==> src/rtl/instr_fetch_ctrl_if.sv <==
// Fetch controller bus: program control, branch request,
// instruction memory read and fetch-register outputs.
interface instr_fetch_ctrl_if;
  logic        start;
  logic        stall;
  logic        branch_en;
  logic        branch_rel;
  logic [9:0]  branch_target;
  logic [7:0]  branch_offset;
  logic [8:0]  mem_data;
  logic [9:0]  pc;
  logic [8:0]  instr_out;
  logic [9:0]  fetch_pc;
  logic        instr_valid;
  logic        busy;
  logic        done;
  logic [15:0] retired_count;

  modport master (
    output start, stall, branch_en, branch_rel,
    output branch_target, branch_offset, mem_data,
    input  pc, instr_out, fetch_pc, instr_valid,
    input  busy, done, retired_count
  );

  modport slave (
    input  start, stall, branch_en, branch_rel,
    input  branch_target, branch_offset, mem_data,
    output pc, instr_out, fetch_pc, instr_valid,
    output busy, done, retired_count
  );
endinterface

==> src/rtl/instr_fetch_ctrl.sv <==
// Instruction fetch sequencer: owns the pc, a one-stage
// fetch register, start/halt control and branch redirect.
module instr_fetch_ctrl #(
  parameter logic [9:0] START_PC   = 10'd0,
  parameter logic [8:0] HALT_INSTR = 9'h1FF,
  parameter logic [8:0] NOP_INSTR  = 9'b101100100
) (
  input logic clk,
  input logic reset,
  instr_fetch_ctrl_if.slave bus
);

  typedef enum logic [1:0] {
    IDLE,
    RUN,
    DONE
  } state_t;

  state_t      state, state_n;
  logic [9:0]  pc_q, pc_n;
  logic [9:0]  fpc_q, fpc_n;
  logic [8:0]  ins_q, ins_n;
  logic        vld_q, vld_n;
  logic [15:0] cnt_q, cnt_n;
  logic [9:0]  rel_pc;

  assign rel_pc = fpc_q +
    {{2{bus.branch_offset[7]}}, bus.branch_offset};

  always_ff @(posedge clk) begin
    if (reset) begin
      state <= IDLE;
      pc_q  <= START_PC;
      fpc_q <= START_PC;
      ins_q <= NOP_INSTR;
      vld_q <= 1'b0;
      cnt_q <= 16'd0;
    end else begin
      state <= state_n;
      pc_q  <= pc_n;
      fpc_q <= fpc_n;
      ins_q <= ins_n;
      vld_q <= vld_n;
      cnt_q <= cnt_n;
    end
  end

  always_comb begin
    state_n = state;
    pc_n    = pc_q;
    fpc_n   = fpc_q;
    ins_n   = ins_q;
    vld_n   = vld_q;
    cnt_n   = cnt_q;
    unique case (state)
      IDLE, DONE: begin
        if (bus.start) begin
          state_n = RUN;
          pc_n    = START_PC;
          fpc_n   = START_PC;
          ins_n   = NOP_INSTR;
          vld_n   = 1'b0;
          cnt_n   = 16'd0;
        end
      end
      RUN: begin
        if (!bus.stall) begin
          if (vld_q && ins_q == HALT_INSTR) begin
            state_n = DONE;
            vld_n   = 1'b0;
            ins_n   = NOP_INSTR;
          end else if (vld_q && bus.branch_en) begin
            // redirect and flush the word already in flight
            pc_n  = bus.branch_rel ? rel_pc
                                   : bus.branch_target;
            vld_n = 1'b0;
            ins_n = NOP_INSTR;
          end else begin
            ins_n = bus.mem_data;
            fpc_n = pc_q;
            vld_n = 1'b1;
            pc_n  = pc_q + 10'd1;
          end
          if (vld_q && cnt_q != 16'hFFFF)
            cnt_n = cnt_q + 16'd1;
        end
      end
      default: state_n = IDLE;
    endcase
  end

  assign bus.pc            = pc_q;
  assign bus.fetch_pc      = fpc_q;
  assign bus.instr_out     = ins_q;
  assign bus.instr_valid   = vld_q;
  assign bus.retired_count = cnt_q;
  assign bus.busy          = (state == RUN);
  assign bus.done          = (state == DONE);

endmodule

==> src/flat_wrapper.sv <==
// flat-port wrapper written by rule: the top's interface ports become plain ports
module instr_fetch_ctrl_flat 
#(
  parameter logic [9:0] START_PC   = 10'd0,
  parameter logic [8:0] HALT_INSTR = 9'h1FF,
  parameter logic [8:0] NOP_INSTR  = 9'b101100100
)
  (clk, reset, bus_start, bus_stall, bus_branch_en, bus_branch_rel, bus_branch_target, bus_branch_offset, bus_mem_data, bus_pc, bus_instr_out, bus_fetch_pc, bus_instr_valid, bus_busy, bus_done, bus_retired_count);
  instr_fetch_ctrl_if bus_i ();
  input logic clk;
  input logic reset;
  input wire logic [$bits(bus_i.start)-1:0] bus_start;
  input wire logic [$bits(bus_i.stall)-1:0] bus_stall;
  input wire logic [$bits(bus_i.branch_en)-1:0] bus_branch_en;
  input wire logic [$bits(bus_i.branch_rel)-1:0] bus_branch_rel;
  input wire logic [$bits(bus_i.branch_target)-1:0] bus_branch_target;
  input wire logic [$bits(bus_i.branch_offset)-1:0] bus_branch_offset;
  input wire logic [$bits(bus_i.mem_data)-1:0] bus_mem_data;
  output wire logic [$bits(bus_i.pc)-1:0] bus_pc;
  output wire logic [$bits(bus_i.instr_out)-1:0] bus_instr_out;
  output wire logic [$bits(bus_i.fetch_pc)-1:0] bus_fetch_pc;
  output wire logic [$bits(bus_i.instr_valid)-1:0] bus_instr_valid;
  output wire logic [$bits(bus_i.busy)-1:0] bus_busy;
  output wire logic [$bits(bus_i.done)-1:0] bus_done;
  output wire logic [$bits(bus_i.retired_count)-1:0] bus_retired_count;
  assign bus_i.start = bus_start;
  assign bus_i.stall = bus_stall;
  assign bus_i.branch_en = bus_branch_en;
  assign bus_i.branch_rel = bus_branch_rel;
  assign bus_i.branch_target = bus_branch_target;
  assign bus_i.branch_offset = bus_branch_offset;
  assign bus_i.mem_data = bus_mem_data;
  assign bus_pc = bus_i.pc;
  assign bus_instr_out = bus_i.instr_out;
  assign bus_fetch_pc = bus_i.fetch_pc;
  assign bus_instr_valid = bus_i.instr_valid;
  assign bus_busy = bus_i.busy;
  assign bus_done = bus_i.done;
  assign bus_retired_count = bus_i.retired_count;
  instr_fetch_ctrl #(.START_PC(START_PC), .HALT_INSTR(HALT_INSTR), .NOP_INSTR(NOP_INSTR)) u_core (.clk(clk), .reset(reset), .bus(bus_i));
endmodule
==> config.mk <==
export PLATFORM = sky130hd
export DESIGN_NAME = instr_fetch_ctrl_flat
export DESIGN_NICKNAME = d
export VERILOG_FILES = /design/src/rtl/instr_fetch_ctrl_if.sv /design/src/rtl/instr_fetch_ctrl.sv /design/src/flat_wrapper.sv
export SDC_FILE = /design/constraint.sdc
export NUM_CORES = 1
export LEC_CHECK = 0
export CORE_MARGIN = 1.5
export CORE_UTILIZATION = 51
export CTS_CLUSTER_DIAMETER = 40
export DETAILED_ROUTE_END_ITERATION = 16
export PLACE_DENSITY = 0.85
export SYNTH_ARGS = -nofsm -noshare
export SYNTH_HDL_FRONTEND = slang
export SYNTH_SLANG_ARGS = --single-unit
==> constraint.sdc <==
create_clock -name clk -period 5.98 [get_ports clk]
set_clock_uncertainty 0.05 [all_clocks]
set_input_delay 1.196 -clock clk [delete_from_list [all_inputs] [get_ports clk]]
set_output_delay 1.196 -clock clk [all_outputs]
set_load 0.01 [all_outputs]
-- Word-level counts from Yosys, hierarchy flattened
Cells that the tools add are included.
- logic and storage cells: 58
- register bits: 48
- add/subtract/negate cells: 3
- reduce and logical (&&, ||, !) cells: 11
- eq/ne operators: 10
- multiplexer cells: 28
- operator list (kind ; number):
    $mux W10 ; 8
    $mux W16 ; 3
    $pmux W10 S2 ; 2
    $mux W9 ; 4
    $pmux W16 S2 ; 1
    $pmux W9 S2 ; 1
    $add A16 B1 Y16 const B ; 1
    $ne A16 B16 Y1 const B ; 1
    $add A10 B1 Y10 const B ; 1
    $add A10 B10 Y10 ; 1
    $eq A9 B9 Y1 const B ; 1
    $ne A2 B2 Y1 const B ; 4
    $reduce_and A4 Y1 ; 2
    $mux W2 ; 3
    $reduce_and A3 Y1 ; 2
    $reduce_and A5 Y1 ; 1
    $mux W1 ; 4
    $ne A2 B1 Y1 const B ; 2
    $pmux W2 S2 ; 1
    $logic_and A1 B1 Y1 ; 3
    $eq A2 B1 Y1 const B ; 1
    $eq A2 B2 Y1 const B ; 1
    $logic_not A2 Y1 ; 1
    $pmux W1 S2 ; 1
    2 further kinds ; 2

-- Logic depth before layout (Yosys ltp)
- depth after elaboration: 6
- depth in mapped cells: 9
- mapped depth without buffers: 9

-- Worst setup path after synthesis
OpenSTA, ideal clock, no wires.
- path kind: input to register
- start point: input port bus_branch_offset[0]
- end point: register u_core.pc_q[8] (netlist: u_core.bus.pc[8])
- path buffers: 0
- data arrival time: 2.747 ns
- slack: 3.052 ns
- stages: 9
- setup time: 0.131 ns
- data required time: 5.799 ns
- path through: ha_1 inv_1 fa_1 nor2b_1 o2111ai_1 a31oi_1 mux2i_1 a2111oi_0 nor3_1
- longest elaborated chain between the ends: 6
- RTL lines (item ; line ; RTL):
    from (decl) ; flat_wrapper.sv:17 ; input wire logic [$bits(bus_i.branch_offset)-1:0] bus_branch_offset;
    $add A10 B10 Y10 ; instr_fetch_ctrl.sv:27 ; assign rel_pc = fpc_q +
    $mux W10 ; instr_fetch_ctrl.sv:74 ; pc_n = bus.branch_rel ? rel_pc
    $mux W10 ; instr_fetch_ctrl.sv:72 ; end else if (vld_q && bus.branch_en) begin
    $mux W10 ; instr_fetch_ctrl.sv:68 ; if (vld_q && ins_q == HALT_INSTR) begin
    $mux W10 ; instr_fetch_ctrl.sv:67 ; if (!bus.stall) begin
    $pmux W10 S2 ; instr_fetch_ctrl.sv:55 ; unique case (state)
    to (signal assigned) ; instr_fetch_ctrl.sv:40 ; pc_q <= pc_n;
    to (decl) ; instr_fetch_ctrl.sv:20 ; logic [9:0] pc_q, pc_n;
Every way passes these cells. The select of a mux whose other input is x is not followed.
A chain may end at the register's enable or synchronous reset.

-- Final worst setup path
Ends and elaborated chain as after synthesis.

==> results.md <==
- Max-slew violations: 0
- Global Route Usage Sum: 26.5%
- Via density: 5.91
- Largest cells by area after synthesis: dfxtp_1 (35%), nor2_1 (6.4%), ha_1 (5.0%)
- Yosys cell types: 50
- Largest family of logic cells by synthesized area: compound AO/OA/AOI/OAI gates
- Met3 Track Usage GR: 5.03%
- Critical Path Sink Type: flip-flop
- Max Fclk: 0.293 GHz
- Grt met1 use: 35.2%
- Starting Density: 53.2%
- # nets final: 460
- YS warnings: 0
- Postcts setup bufs: 0
- Mean Syn Cell Area: 8.07 um2
- Yosys reg bits: 48
- Gr ovfl total: 0
- Max cap viols: 0
- DP Wirelength: 5660 um
- Ys async rst share: 0%
- Post-Synth Adder-Cell Area: 5.76%
- Leak Pwr: 1.28 nW
- # resized after CTS: 0
- Cts hold-fix bufs: 0
- Arrival time at the worst endpoint: 3.54 ns
- Worst Path Max Fanout: 3
- # setup viols final: 0
- First-pass GRT wire length: 12700 um
- Largest net degree at the start of global routing: 31
- Part of the cycle the worst path needs: 57.0%
- Die area: 0.00581 mm2
- Number of diodes: 0
- Placed instance area: 0.00358 mm2
- Worst Path Required: 6.11 ns
- Die Y: 76.3 um
- Drt first pass iters: 5
- Fillers: 429
- Worst skew pair latency: 0.30 ns
- Routed length per instance: 15.8 um
- Simple-Gate Fraction of Synth Area: 23.6%
- Crit-path cells: clkdlybuf4s50_1 -> ha_1 -> inv_1 -> fa_1 -> nor2b_1 -> o2111ai_1 -> a31oi_1 -> mux2i_1 -> a2111oi_0 -> nor3_1
- Met2 GRT Util: 44.2%
- Dpl cells: 478
- Post-synth EDFFs: 0
- DRT antenna net count: 0
- Top Usage Layer GRT: met2
- Root Driver: clkbuf_8
- Synthesized Nets: 384
- Fin cells: 486
- Clk sink count: 48
- Outcome: finished, final reports clean
- Core ar.: 0.00514 mm2
- Rows: 26
- 1st-iter DRT viols: 196
- DRC: 0
- Post-route cell area: 0.00370 mm2
- Routability cong.: 0.907
- CTS Buffer Depth: 2
- I/O pin total: 81
- CP Class: in2reg
- Sequential-to-total area share from yosys stat: 35.1%
- Post-synthesis compound-gate area fraction: 23.8%
- Pwr dens: 183 mW/mm2
- CTS H-Tree Depth: 2
- Most common cell after layout, fill and taps aside: clkdlybuf4s50_1
- Max VDD drop: 112 uV
- Total CTS buffers: 5
- Vias in the first global route: 2713
- Slew margin rel.: 19.1%
- Tmin final: 3.41 ns
- Top cell type's share of synthesized area: 35.1%
- Worst path max stage delay: 0.48 ns
- Worst-margin pin slew: 1.21 ns
- Initial antenna violation count: 0
- Final Hold Vio Count: 0
- Drt total wl: 7680 um
- CTS tree: built
- Area leader, netlist: dfxtp_1
- Top_reg_cell synth: dfxtp_1
- Critical Path Source Type: input port
- Xor/xnor share of the synthesized area: 6.40%
- Area growth from synthesis to layout: 35.4%
- Count of input and output buffers: 80
- Die Span X: 76.3 um
- Slowest library cell on the worst path: clkdlybuf4s50_1
- CTS clk-pin slew, worst paths: 0.09 ns
- Layout cells sized above 1: 5.05%
- Post-synthesis cell count: 339
- Final hold slack: 0.470 ns
- Mapped cell area: 0.00274 mm2
- RSZ-0062 raised after global routing: no
- Total Neg Setup Slack: 0 ns
- Mux contribution to synthesized area: 1.46%
- Most frequent cells in the layout: clkdlybuf4s50_1 (80), dfxtp_1 (48), nor2_1 (47)
- Total number of vias: 2870
- Min-delay worst type: reg2reg
registers in the layout, summed over array words and instances, names as in the netlist:
signal and cells:
u_core.bus.fetch_pc 10, u_core.state 2, u_core.bus.retired_count 16, u_core.bus.pc 10, u_core.bus.instr_valid 1, u_core.bus.instr_out 9
cell type report:
| type | count | area, um2 | share of cell area (%) |
|---|---|---|---|
| Clock buffer | 7 | 96.3 | 2.60 |
| Clock inverter | 1 | 30.0 | 0.811 |
| Inverter | 14 | 52.6 | 1.42 |
| Multi-Input combinational cell | 265 | 1670 | 45.1 |
| Sequential cell | 48 | 961 | 25.9 |
| Tap cell | 70 | 87.6 | 2.36 |
| Timing Repair Buffer | 81 | 808 | 21.8 |
synth_stat cells, types with 3 or more instances:
cell and count:
a22oi_1 18, a211oi_1 8, ha_1 11, mux2i_1 4, a32oi_1 3, nand3_1 17, inv_1 14, nand2_1 32
nand4_1 5, o21ai_0 26, a21oi_1 15, nor3_1 3, xor2_1 6, nor2_1 47, o22ai_1 5, xnor2_1 14
nand2b_1 4, nor3_2 3, dfxtp_1 48, a31oi_1 4, nor2b_1 3, nand3b_1 3, and3_1 4, clkbuf_1 10
routing by layer:
| layer | wire length (um) | share of wire (%) |
|---|---|---|
| met5 | 0 | 0 |
| met4 | 151 | 2.0 |
| met3 | 651 | 8.5 |
| met2 | 3520 | 46 |
| met1 | 3360 | 44 |
through the flow:
step / total power, mW / util, % / setup slack, ns
floorplan: 0.383 / - / 3.05
global placement: 0.424 / 69.6 / 2.33
detailed placement: 0.426 / 69.6 / 2.28
CTS: 0.680 / 72.1 / 2.58
global route: 0.701 / 72.1 / 2.43
finish: 0.680 / 72.1 / 2.57
logic make-up (layout without fill, tap and decap cells):
group | after synthesis | in the layout
compound gates | 96 | 96
xor+xnor | 20 | 20
fa+ha+maj | 12 | 12
buf+inv | 26 | 103
flops | 48 | 48
mux | 4 | 4
simple gates | 133 | 133
worst paths after layout:
check | start | endpoint | slack [ns] | cells after the start
min | u_core.bus.instr_out[2]$_SDFFE_PP1P_ | u_core.bus.instr_out[2]$_SDFFE_PP1P_ | 0.47 | 2
max | bus_branch_offset[0] | u_core.bus.pc[8]$_SDFFE_PP0P_ | 2.57 | 10
max reg2reg | u_core.bus.fetch_pc[0]$_SDFFE_PP0P_ | u_core.bus.pc[8]$_SDFFE_PP0P_ | 3.55 | 9
min reg2reg | u_core.bus.instr_out[2]$_SDFFE_PP1P_ | u_core.bus.instr_out[2]$_SDFFE_PP1P_ | 0.47 | 2
report_power, final:
part           switching, mW  total (mW)  internal, mW
sequential           0.00535       0.329         0.324
clock                  0.111       0.259         0.148
combinational         0.0496      0.0921        0.0424
critical path: cells and delay by family:
family	cells	cell delay, ns
compound gates	3	0.86
simple gates	2	0.24
mux	1	0.10
buf+inv	2	0.54
fa+ha+maj	2	0.61
No activity file was read; power rests on OpenSTA's default activity.
